### config.mk
export PLATFORM = sky130hd
export DESIGN_NAME = bsg_wormhole_router_adapter_in_mc
export DESIGN_NICKNAME = d
export VERILOG_FILES = /design/src/rtl/bsg_wormhole_router_adapter_in_mc.sv
export SDC_FILE = /design/constraint.sdc
export NUM_CORES = 1
export LEC_CHECK = 0
export CAP_MARGIN = 20
export CORE_MARGIN = 2
export CORE_UTILIZATION = 38
export DETAILED_ROUTE_END_ITERATION = 6
export PLACE_DENSITY = 0.71
export SYNTH_ARGS = -nofsm -noshare
export SYNTH_HDL_FRONTEND = slang
export SYNTH_SLANG_ARGS = --single-unit
### constraint.sdc
create_clock -name clk_i -period 1.7 [get_ports clk_i]
set_clock_uncertainty 0.1 [all_clocks]
set_input_delay 0.34 -clock clk_i [delete_from_list [all_inputs] [get_ports clk_i]]
set_output_delay 0.34 -clock clk_i [all_outputs]
set_load 0.01 [all_outputs]
### src/rtl/bsg_wormhole_router_adapter_in_mc.sv
// Multi-channel packet-to-flit serializer for the wormhole injection port.
// Round-robin picks one client packet and sends len+1 flits LSB-first.
module bsg_wormhole_router_adapter_in_mc #(
  parameter int flit_width_p        = 8,
  parameter int max_payload_width_p = 17,
  parameter int cord_width_p        = 4,
  parameter int len_width_p         = 2,
  parameter int num_in_p            = 2,
  localparam int pkt_w  = max_payload_width_p + len_width_p + cord_width_p,
  localparam int chan_w = (num_in_p > 1) ? $clog2(num_in_p) : 1
) (
  input  logic                      clk_i,
  input  logic                      reset_n_i,
  input  logic [num_in_p*pkt_w-1:0] packet_i,
  input  logic [num_in_p-1:0]       packet_v_i,
  output logic [num_in_p-1:0]       packet_ready_and_o,
  output logic [flit_width_p-1:0]   link_data_o,
  output logic                      link_v_o,
  input  logic                      link_ready_and_i,
  output logic [chan_w-1:0]         chan_o,
  output logic                      error_o
);

  localparam int max_flits = (pkt_w + flit_width_p - 1) / flit_width_p;
  localparam int cnt_w     = (max_flits > 1) ? $clog2(max_flits) : 1;
  localparam int pad_w     = max_flits * flit_width_p;

  typedef enum logic {IDLE, SEND} state_e;

  state_e                  state_r, state_n;
  logic [cnt_w-1:0]        cnt_r, last_r;
  logic [pkt_w-1:0]        packet_r;
  logic [chan_w-1:0]       chan_r, rr_r;
  logic                    error_r;

  logic [2*num_in_p-1:0]   rot;
  logic [chan_w-1:0]       off, grant, grant_inc;
  logic [chan_w:0]         sum;
  logic                    any_v, arb_live, accept, link_fire, pkt_done;
  logic [pkt_w-1:0]        sel_pkt;
  logic [len_width_p-1:0]  sel_len;
  logic                    oversize;
  logic [cnt_w-1:0]        sel_last;
  logic [pad_w-1:0]        padded;

  // Rotate valids so bit 0 is the rr pointer; the lowest set bit wins.
  always_comb begin
    any_v = |packet_v_i;
    rot   = {packet_v_i, packet_v_i} >> rr_r;
    off   = '0;
    for (int unsigned i = num_in_p; i > 0; i--) begin
      if (rot[i-1]) off = chan_w'(i-1);
    end
    sum = {1'b0, rr_r} + {1'b0, off};
    if (sum >= (chan_w+1)'(num_in_p)) sum = sum - (chan_w+1)'(num_in_p);
    grant     = sum[chan_w-1:0];
    grant_inc = (grant == chan_w'(num_in_p-1)) ? '0 : grant + chan_w'(1);
  end

  always_comb begin
    sel_pkt = '0;
    for (int unsigned i = 0; i < num_in_p; i++) begin
      if (grant == chan_w'(i)) sel_pkt = packet_i[i*pkt_w +: pkt_w];
    end
    sel_len  = sel_pkt[cord_width_p +: len_width_p];
    oversize = 32'(sel_len) >= 32'(max_flits);
    sel_last = oversize ? cnt_w'(max_flits-1) : cnt_w'(sel_len);
  end

  assign link_fire = (state_r == SEND) && link_ready_and_i;
  assign pkt_done  = link_fire && (cnt_r == last_r);
  // The arbiter is also live on the last-flit handshake for zero-bubble reload.
  assign arb_live  = (state_r == IDLE) || pkt_done;

  always_comb begin
    packet_ready_and_o = '0;
    for (int unsigned i = 0; i < num_in_p; i++) begin
      packet_ready_and_o[i] = reset_n_i && arb_live && any_v && (grant == chan_w'(i));
    end
  end

  assign accept = |(packet_v_i & packet_ready_and_o);

  always_comb begin
    state_n = state_r;
    case (state_r)
      IDLE: if (accept) state_n = SEND;
      SEND: if (pkt_done && !accept) state_n = IDLE;
      default: state_n = IDLE;
    endcase
  end

  always_ff @(posedge clk_i or negedge reset_n_i) begin
    if (!reset_n_i) begin
      state_r  <= IDLE;
      cnt_r    <= '0;
      last_r   <= '0;
      packet_r <= '0;
      chan_r   <= '0;
      rr_r     <= '0;
      error_r  <= 1'b0;
    end else begin
      state_r <= state_n;
      if (accept) begin
        packet_r <= sel_pkt;
        chan_r   <= grant;
        last_r   <= sel_last;
        cnt_r    <= '0;
        rr_r     <= grant_inc;
        if (oversize) error_r <= 1'b1;
      end else if (link_fire && !pkt_done) begin
        cnt_r <= cnt_r + cnt_w'(1);
      end
    end
  end

  always_comb begin
    padded              = '0;
    padded[pkt_w-1:0]   = packet_r;
    link_data_o         = '0;
    for (int unsigned f = 0; f < max_flits; f++) begin
      if (cnt_r == cnt_w'(f)) link_data_o = padded[f*flit_width_p +: flit_width_p];
    end
  end

  assign link_v_o = (state_r == SEND);
  assign chan_o   = chan_r;
  assign error_o  = error_r;

endmodule

Word level (Yosys, flattened, before mapping)

Index checks and enable logic that the tools add are counted.
Widths: inputs -> output; s select.

Output and inout port bits: 13
Bits of input ports: 51
Register bits after elaboration: 31

Magnitude comparators: 2
Shift operators: 1
Reductions and logical operators: 16
Add/sub/neg operators: 4
Multiplexer cells: 14
Equal/unequal tests: 3
Bitwise logic cells: 3

Operator list:

| operator            | count |
|---|---|
| $mux 8              | 3 |
| $mux 23             | 1 |
| $logic_and 1x1->1   | 8 |
| $mux 1              | 6 |
| $mux 2              | 3 |
| $ge 2x2->1 const B  | 2 |
| $reduce_or 2->1     | 2 |
| $shr 4x1->2         | 1 |
| $add 1x1->2         | 1 |
| $add 2x1->2 const B | 1 |
| $and 2x2->2         | 1 |
| $eq 2x1->1 const B  | 1 |
| $eq 2x2->1          | 1 |
| $eq 2x2->1 const B  | 1 |
| $logic_not 1->1     | 2 |
| $logic_not 2->1     | 1 |
| $not 1->1           | 2 |
| $pmux 1 s2          | 1 |
| $reduce_and 2->1    | 1 |
| $reduce_bool 2->1   | 1 |
| $add 1x1->1 const B | 1 |
| $logic_or 1x1->1    | 1 |
| $sub 1x1->1 const B | 1 |

Depth between registers and ports, before layout

Gate-level depths: netlist of run 1.

Word-level depth: 14
Gate-level depth with buffers: 7
Depth with buffers taken out: 6

Least setup slack after synthesis of run 1

OpenSTA, ideal clock, no wires.

Path type: register to output
Start: register cnt_r[1]
End: output link_data_o[0]
Cell stages (with the launch flop): 8
Arrival: 1.502 ns
Slack: -0.242 ns
Cell sequence: dfrtp_1 inv_1 ha_1 clkbuf_1 nor2b_1 clkbuf_1 a22oi_1 o21ai_0

Longest elaborated chain between the ends: 4

Ends and longest elaborated chain:

| element                | line | source |
|---|---|---|
| from (decl)            | 31   | `logic [cnt_w-1:0] cnt_r, last_r;` |
| from (signal assigned) | 112  | `cnt_r <= cnt_r + cnt_w'(1);` |
| $logic_not 2->1        | 122  | `if (cnt_r == cnt_w'(f)) link_data_o = padded[f*flit_width_p +: flit_width_p];` |
| $mux 8 (2 in series)   | 122  |  |
| $mux 8 (*)             | 122  |  |
| to (decl)              | 17   | `output logic [flit_width_p-1:0] link_data_o,` |

Mark *: on every way between the ends. The rest lies on a longest branch, timed or not.

Worst setup path in the final report of run 1

Start: register cnt_r[1]
End: output link_data_o[5]

Same word-level chain as after synthesis.

==> flow_metrics.env, run 1 <==
export IMPL_slew_viol_final=0
export IMPL_antenna_found_initial=0
export IMPL_clk_pin_slew_ps=70
export IMPL_reg2reg_to="packet_r[18]"
export IMPL_critPathRequiredTime_ps=1260
export IMPL_synth_nets=201
export IMPL_boundaryPins=64
export IMPL_ir_worst_vdd_mv=0.818
export IMPL_synth_adder_area_share_pct=2.58
export IMPL_swShare_pct=33.9
export IMPL_drc=0
export IMPL_rows=25
export IMPL_drive_gt1_share_pct=49.0
export IMPL_root_buffer="clkbuf_8"
export IMPL_criticalPathCategory="register to output pin"
export IMPL_finalHoldViolations=0
export IMPL_first_global_vias=1596
export IMPL_pwr_share_clk_pct=14.0
export IMPL_yosysSeqAreaShare_pct=41.0
export IMPL_powerDensity_nw_per_um2=1770
export IMPL_hold_class="input pin to asynchronous set/reset pin"
export IMPL_fp_dieH_microns=74.6
export IMPL_synthTopCellsByArea="dfrtp_1, mux2_4, mux2_2"
export IMPL_overflow=0
export IMPL_track_usage_pct=18.7
export IMPL_synth_xor_area_share_pct=0.925
export IMPL_via_per_inst=4.91
export IMPL_dr_pass1_iters=4
export IMPL_violations="setup timing"
export IMPL_synth_edf_count=0
export IMPL_min_period_ps=2040
export IMPL_path_max_fanout=7
export IMPL_via_count=1503
export IMPL_synth_flop_cell="dfrtp_1"
export IMPL_die_w_microns=74.6
export IMPL_routedWlPerCell_microns=16.4
export IMPL_rsz0062_at_grt="true"
export IMPL_crit_path_end_kind="output pin"
export IMPL_switchingPower_w=0.00186
export IMPL_yosysUniqueCellTypes=26
export IMPL_synth_top_family_by_area="multiplexers"
export IMPL_grt_max_degree=32
export IMPL_dp_hpwl_mm=3.22
export IMPL_cp_startpoint="cnt_r[1]"
export IMPL_synth_seq_cells=31
export IMPL_maxCapViolCount=0
export IMPL_nets=292
export IMPL_areaGrowthSynthToFinish_pct=63.0
export IMPL_worst_skew_pair_late_latency_ps=290
export IMPL_n_antenna_cell=0
export IMPL_initial_core_util_pct=39.8
export IMPL_numCtsBuffers=5
export IMPL_yosys_area_top_type="dfrtp_1"
export IMPL_gp_congestion=0.737
export IMPL_pwr_share_comb_pct=60.2
export IMPL_outcome="finished with violations"
export IMPL_ys_async_sr_fraction_pct=100
export IMPL_seqPwrFrac_pct=25.8
export IMPL_ys_warnings_count=0
export IMPL_drt_total_wl_mm=5.01
export IMPL_cp_arrival_ps=1600
export IMPL_synth_top_area_share_pct=41.0
export IMPL_reg2regPathDepth=7
export IMPL_synth_compound_area_share_pct=10.6
export IMPL_utilization_pct=64.9
export IMPL_r2r_slack_ps=-100
export IMPL_holdBufCountCts=0
export IMPL_grt_pass1_wl_mm=7.63
export IMPL_synthTopCellsByCount="dfrtp_1, mux2_4, mux2_2"
export IMPL_leakage_nw=1.37
export IMPL_h_tree_depth=2
export IMPL_antenna_left=0
export IMPL_synth_simple_area_share_pct=3.63
export IMPL_syn_cell_area_sq_um=1890
export IMPL_portBuffers=63
export IMPL_die_area_sq_um=5570
export IMPL_cts_tree="yes"
export IMPL_crit_path_start_kind="register"
export IMPL_coreArea_sq_um=4750
export IMPL_p_int_w=0.00362
export IMPL_first_iter_violations=61
export IMPL_rr_startpoint="cnt_r[1]"
export IMPL_tightestPinTransition_ps=403
export IMPL_fin_ws_ps=-336
export IMPL_synth_most_common_cell="dfrtp_1"
export IMPL_synthCells=147
export IMPL_max_freq_ghz=0.491
export IMPL_setup_violations_final=36
export IMPL_clk_path_buf_depth=2
export IMPL_finalCritPeriodShare_pct=120
export IMPL_place_ws_ps=-786
export IMPL_slew_headroom_pct=73.1
export IMPL_synth_mux_area_fraction_pct=36.1
export IMPL_clkSinkCount=31
export IMPL_syn_avg_cell_area_sq_um=12.9
-- stage by stage --
stage	std cells	area [sq um]	total power, W	hold slack, ps	TNS [ps]
global placement	285	2690	0.00404	364	-22740
finish	306	3090	0.00548	285	-5260
floorplan	147	1940	0.00313	-55.6	-503
CTS	305	3020	0.00530	270	-6870
global route	306	3090	0.00578	300	-8060
detailed placement	285	2690	0.00408	360	-23270
-- worst max-delay path: stages (launching register included) --
cell     delay [ps]
dfrtp_1         400
inv_2            80
ha_2            190
nor2b_1         100
buf_4           180
a22oi_2          60
o21ai_1         140
buf_2           150
-- cells in the final DEF (no fill, tap or decap), types with 3 or more instances in the layout --
cell type | Yosys | final
a21oi_1 | 3 | 3
nand2_1 | 11 | 9
buf_2 | 0 | 9
a22oi_2 | 0 | 4
clkbuf_8 | 0 | 6
nor2_1 | 4 | 4
inv_1 | 5 | 3
dfrtp_1 | 31 | 31
mux2_4 | 30 | 41
a22oi_1 | 7 | 3
buf_6 | 4 | 7
o21ai_1 | 1 | 6
buf_4 | 0 | 19
dlygate4sd2_1 | 0 | 4
clkdlybuf4s50_1 | 0 | 49
mux2_2 | 19 | 8
-- state kept, by name, summed over array words and instances (netlist names) --
register,flops
error_o,1
packet_r,23
rr_r,1
last_r,2
cnt_r,2
chan_o,1
link_v_o,1
-- cell families (layout without fill, tap and decap cells) --
kind of cell	after synthesis	after routing
flip-flops	31	31
AO/OA/AOI/OAI	28	28
AND/OR/NAND/NOR	17	17
XOR/XNOR	2	2
buffers and inverters	14	106
adder cells (fa/ha/maj)	4	4
multiplexers	51	51
-- layout make-up --
| type | count | area [sq um] |
|---|---|---|
| clock buffer | 6 | 82.6 |
| clock inverter | 2 | 35.0 |
| fill | 392 | 1670 |
| inverter | 5 | 18.8 |
| multi-input combinational | 102 | 1180 |
| sequential | 31 | 776 |
| tap | 67 | 83.8 |
| timing repair buffer | 93 | 907 |
-- worst max path at each step --
| stage | endpoint | slack, ps |
|---|---|---|
| finish | link_data_o[5] | -340 |
| global route | link_data_o[2] | -460 |
| CTS | link_data_o[5] | -350 |
| detailed placement | packet_ready_and_o[0] | -790 |
| global placement | packet_ready_and_o[0] | -770 |
| floorplan | packet_ready_and_o[1] | -70 |
-- power by group through the flow --
stage	Sequential (W)	Combinational, W	Clock [W]
finish	0.00141	0.00329	0.000770
global route	0.00145	0.00351	0.000815
CTS	0.00140	0.00313	0.000768
detailed placement	0.00137	0.00271	0
global placement	0.00136	0.00267	0
floorplan	0.00132	0.00180	0
-- what timing repair did --
item,in CTS,in global routing
buffers inserted,10,4
endpoints found under the setup margin,39,41
resized for setup,76,12
cloned,2,1
pin swaps,9,5
-- layer usage --
| layer | GRT usage [%] | routed length [microns] |
|---|---|---|
| met1 | 22.4 | 2090 |
| met2 | 32.1 | 2630 |
| met3 | 5.01 | 212 |
| met4 | 6.94 | 78 |
| met5 | 0 | 0 |
Power figures use the tool's default switching activity.
==> inputs of run 2 (changes only) <==
DONT_BUFFER_PORTS = 1   (was default)
PLACE_DENSITY = default   (was 0.71)
==> run 2 against run 1 <==
The flow still finishes with violations (setup timing). Flip-flop and latch count unchanged. Sequential share of layout area increased by 5.9 points. Cell area decreased by 19%. Non-clock buffer count decreased by 61. Largest power group unchanged. Largest cell class unchanged.
==> flow_metrics.env, run 2 (synthesis gave the netlist of run 1 again) <==
export IMPL_rsz0062_at_grt="true"
export IMPL_gp_congestion=0.752
export IMPL_min_period_ps=2070
export IMPL_switchingPower_w=0.00181
export IMPL_slew_viol_final=0
export IMPL_largest_register="packet_r"
export IMPL_areaGrowthSynthToFinish_pct=32.1
export IMPL_h_tree_depth=2
export IMPL_rows=25
export IMPL_p_int_w=0.00334
export IMPL_max_freq_ghz=0.484
export IMPL_dp_cells=223
export IMPL_n_antenna_cell=0
export IMPL_setup_violations_final=37
export IMPL_via_count=1304
export IMPL_die_area_sq_um=5570
export IMPL_slew_headroom_pct=80.9
export IMPL_fin_ws_ps=-367
export IMPL_finalHoldViolations=0
export IMPL_mostFrequentLayoutCells="mux2_4, dfrtp_1, buf_4, mux2_2, nand2_1"
export IMPL_pwr_share_comb_pct=59.5
export IMPL_swShare_pct=35.2
export IMPL_leakage_nw=1.11
export IMPL_clk_path_buf_depth=2
export IMPL_cp_arrival_ps=1630
export IMPL_criticalPathCategory="register to output pin"
export IMPL_outcome="finished with violations"
export IMPL_tns_ps=-9980
export IMPL_grt_pass1_wl_mm=6.68
export IMPL_tightestPinTransition_ps=285
export IMPL_fin_cells=245
export IMPL_via_per_inst=5.32
export IMPL_seqPwrFrac_pct=27.7
export IMPL_place_area_sq_um=2110
export IMPL_critPathRequiredTime_ps=1260
export IMPL_antenna_found_initial=0
export IMPL_pwr_share_clk_pct=12.8
export IMPL_design_area_sq_um=2500
export IMPL_numCtsBuffers=5
export IMPL_nFillCells=429
export IMPL_finalCritPeriodShare_pct=122
export IMPL_routedWlPerCell_microns=17.9
export IMPL_worst_skew_pair_late_latency_ps=280
export IMPL_clk_pin_slew_ps=70
export IMPL_portBuffers=0
export IMPL_maxCapViolCount=0
export IMPL_multi_input_area_sq_um=1160
export IMPL_cp_startpoint="cnt_r[0]"
export IMPL_drive_gt1_share_pct=62.9
export IMPL_ir_worst_vdd_mv=0.914
export IMPL_drc=0
export IMPL_first_global_vias=1301
export IMPL_track_usage_pct=16.4
export IMPL_violations="setup timing"
export IMPL_cts_tree="yes"
export IMPL_worstHoldPathCells=2
export IMPL_nets=231
export IMPL_first_iter_violations=63
export IMPL_top_regs="packet_r x23, cnt_r x2, last_r x2"
export IMPL_powerDensity_nw_per_um2=2060
export IMPL_place_ws_ps=-127
export IMPL_crit_path_start_kind="register"
export IMPL_rr_startpoint="cnt_r[0]"
export IMPL_dp_hpwl_mm=2.98
export IMPL_fp_dieH_microns=74.6
export IMPL_power_total_w=0.00515
export IMPL_initial_core_util_pct=39.8
export IMPL_root_buffer="clkbuf_8"
export IMPL_boundaryPins=64
export IMPL_antenna_left=0
export IMPL_grt_max_degree=32
export IMPL_die_w_microns=74.6
export IMPL_overflow=0
export IMPL_coreArea_sq_um=4750
export IMPL_dr_pass1_iters=4
export IMPL_clkSinkCount=31
export IMPL_seqCellArea_sq_um=776
export IMPL_reg2regPathDepth=9
export IMPL_crit_path_end_kind="output pin"
export IMPL_drt_total_wl_mm=4.38
export IMPL_layout_commonest_cell="mux2_4"
export IMPL_largest_reg_flops=23
export IMPL_hold_class="input pin to register"
export IMPL_path_max_fanout=7
export IMPL_hp_start="packet_i[4]"
[run 2: changes by cell type in the layout (fill, tap and decap cells not counted), moves of 3 or more]
cell	delta
clkdlybuf4s50_1	-49
buf_2	-8
buf_12	+4
buf_4	-4
dlygate4sd2_1	-4
mux2_2	+4
mux2_4	-4
o21ai_2	+4
o21ai_1	-3
[run 2: routing by layer]
layer	vias to the layer above	global-route usage (%)	part of all wire (%)
met4	0	5.16	1.6
met3	9	5.56	5.4
met2	46	27.0	49
li1	598	-	-
met1	651	20.5	44
met5	-	0	0
[run 2: worst max-delay path: stages, from the launching register on]
cell,delay [ps]
dfrtp_1,420
inv_2,150
ha_4,150
nor2b_1,120
buf_4,160
a22oi_2,60
o21ai_1,130
buf_4,140
[run 2: cell type report]
| cell class | instances | share of cell area [%] |
|---|---|---|
| Multi-Input combinational cell | 102 | 46.4 |
| Sequential cell | 31 | 31.0 |
| Timing Repair Buffer | 32 | 14.3 |
| Clock buffer | 7 | 3.85 |
| Tap cell | 67 | 3.35 |
| Inverter | 5 | 0.750 |
| Clock inverter | 1 | 0.300 |
[run 2: power groups by stage]
stage	combinational [W]	sequential (W)	clock, W
finish	0.00306	0.00143	0.000657
global route	0.00331	0.00147	0.000704
CTS	0.00296	0.00142	0.000666
detailed placement	0.00236	0.00141	0
global placement	0.00230	0.00139	0
floorplan	0.00180	0.00132	0
[run 2: per-stage QoR]
stage,utilization (%),hold WS (ps)
finish,52.6,181
detailed placement,44.4,-54.2
global route,52.6,205
CTS,51.2,187
global placement,44.4,-53.8
floorplan,-,-55.6
[run 2: repair_timing]
| action | 4_1_cts | 5_1_grt |
|---|---|---|
| buffers inserted | 13 | 3 |
| resized for setup | 24 | 14 |
| hold endpoints to repair | 31 | 0 |
| hold buffers | 2 | 0 |
| setup endpoints to repair | 35 | 39 |
| pin swaps | 7 | 7 |
| gates cloned | 1 | 1 |
[run 2: path summary, 6_finish.rpt]
check / end / slack (ps)
max in group asynchronous: packet_r[2] / 930
worst min register to register: packet_r[20] / 410
min in group asynchronous: packet_r[15] / 400
worst max-delay path: link_data_o[5] / -370
worst min-delay path: last_r[0] / 180
worst max register to register: packet_r[5] / -300
==> inputs of run 3 (changes only) <==
CAP_MARGIN = default   (was 20)
==> results of run 3 <==
Final layout, timing and power as in run 2 (identical DEF).
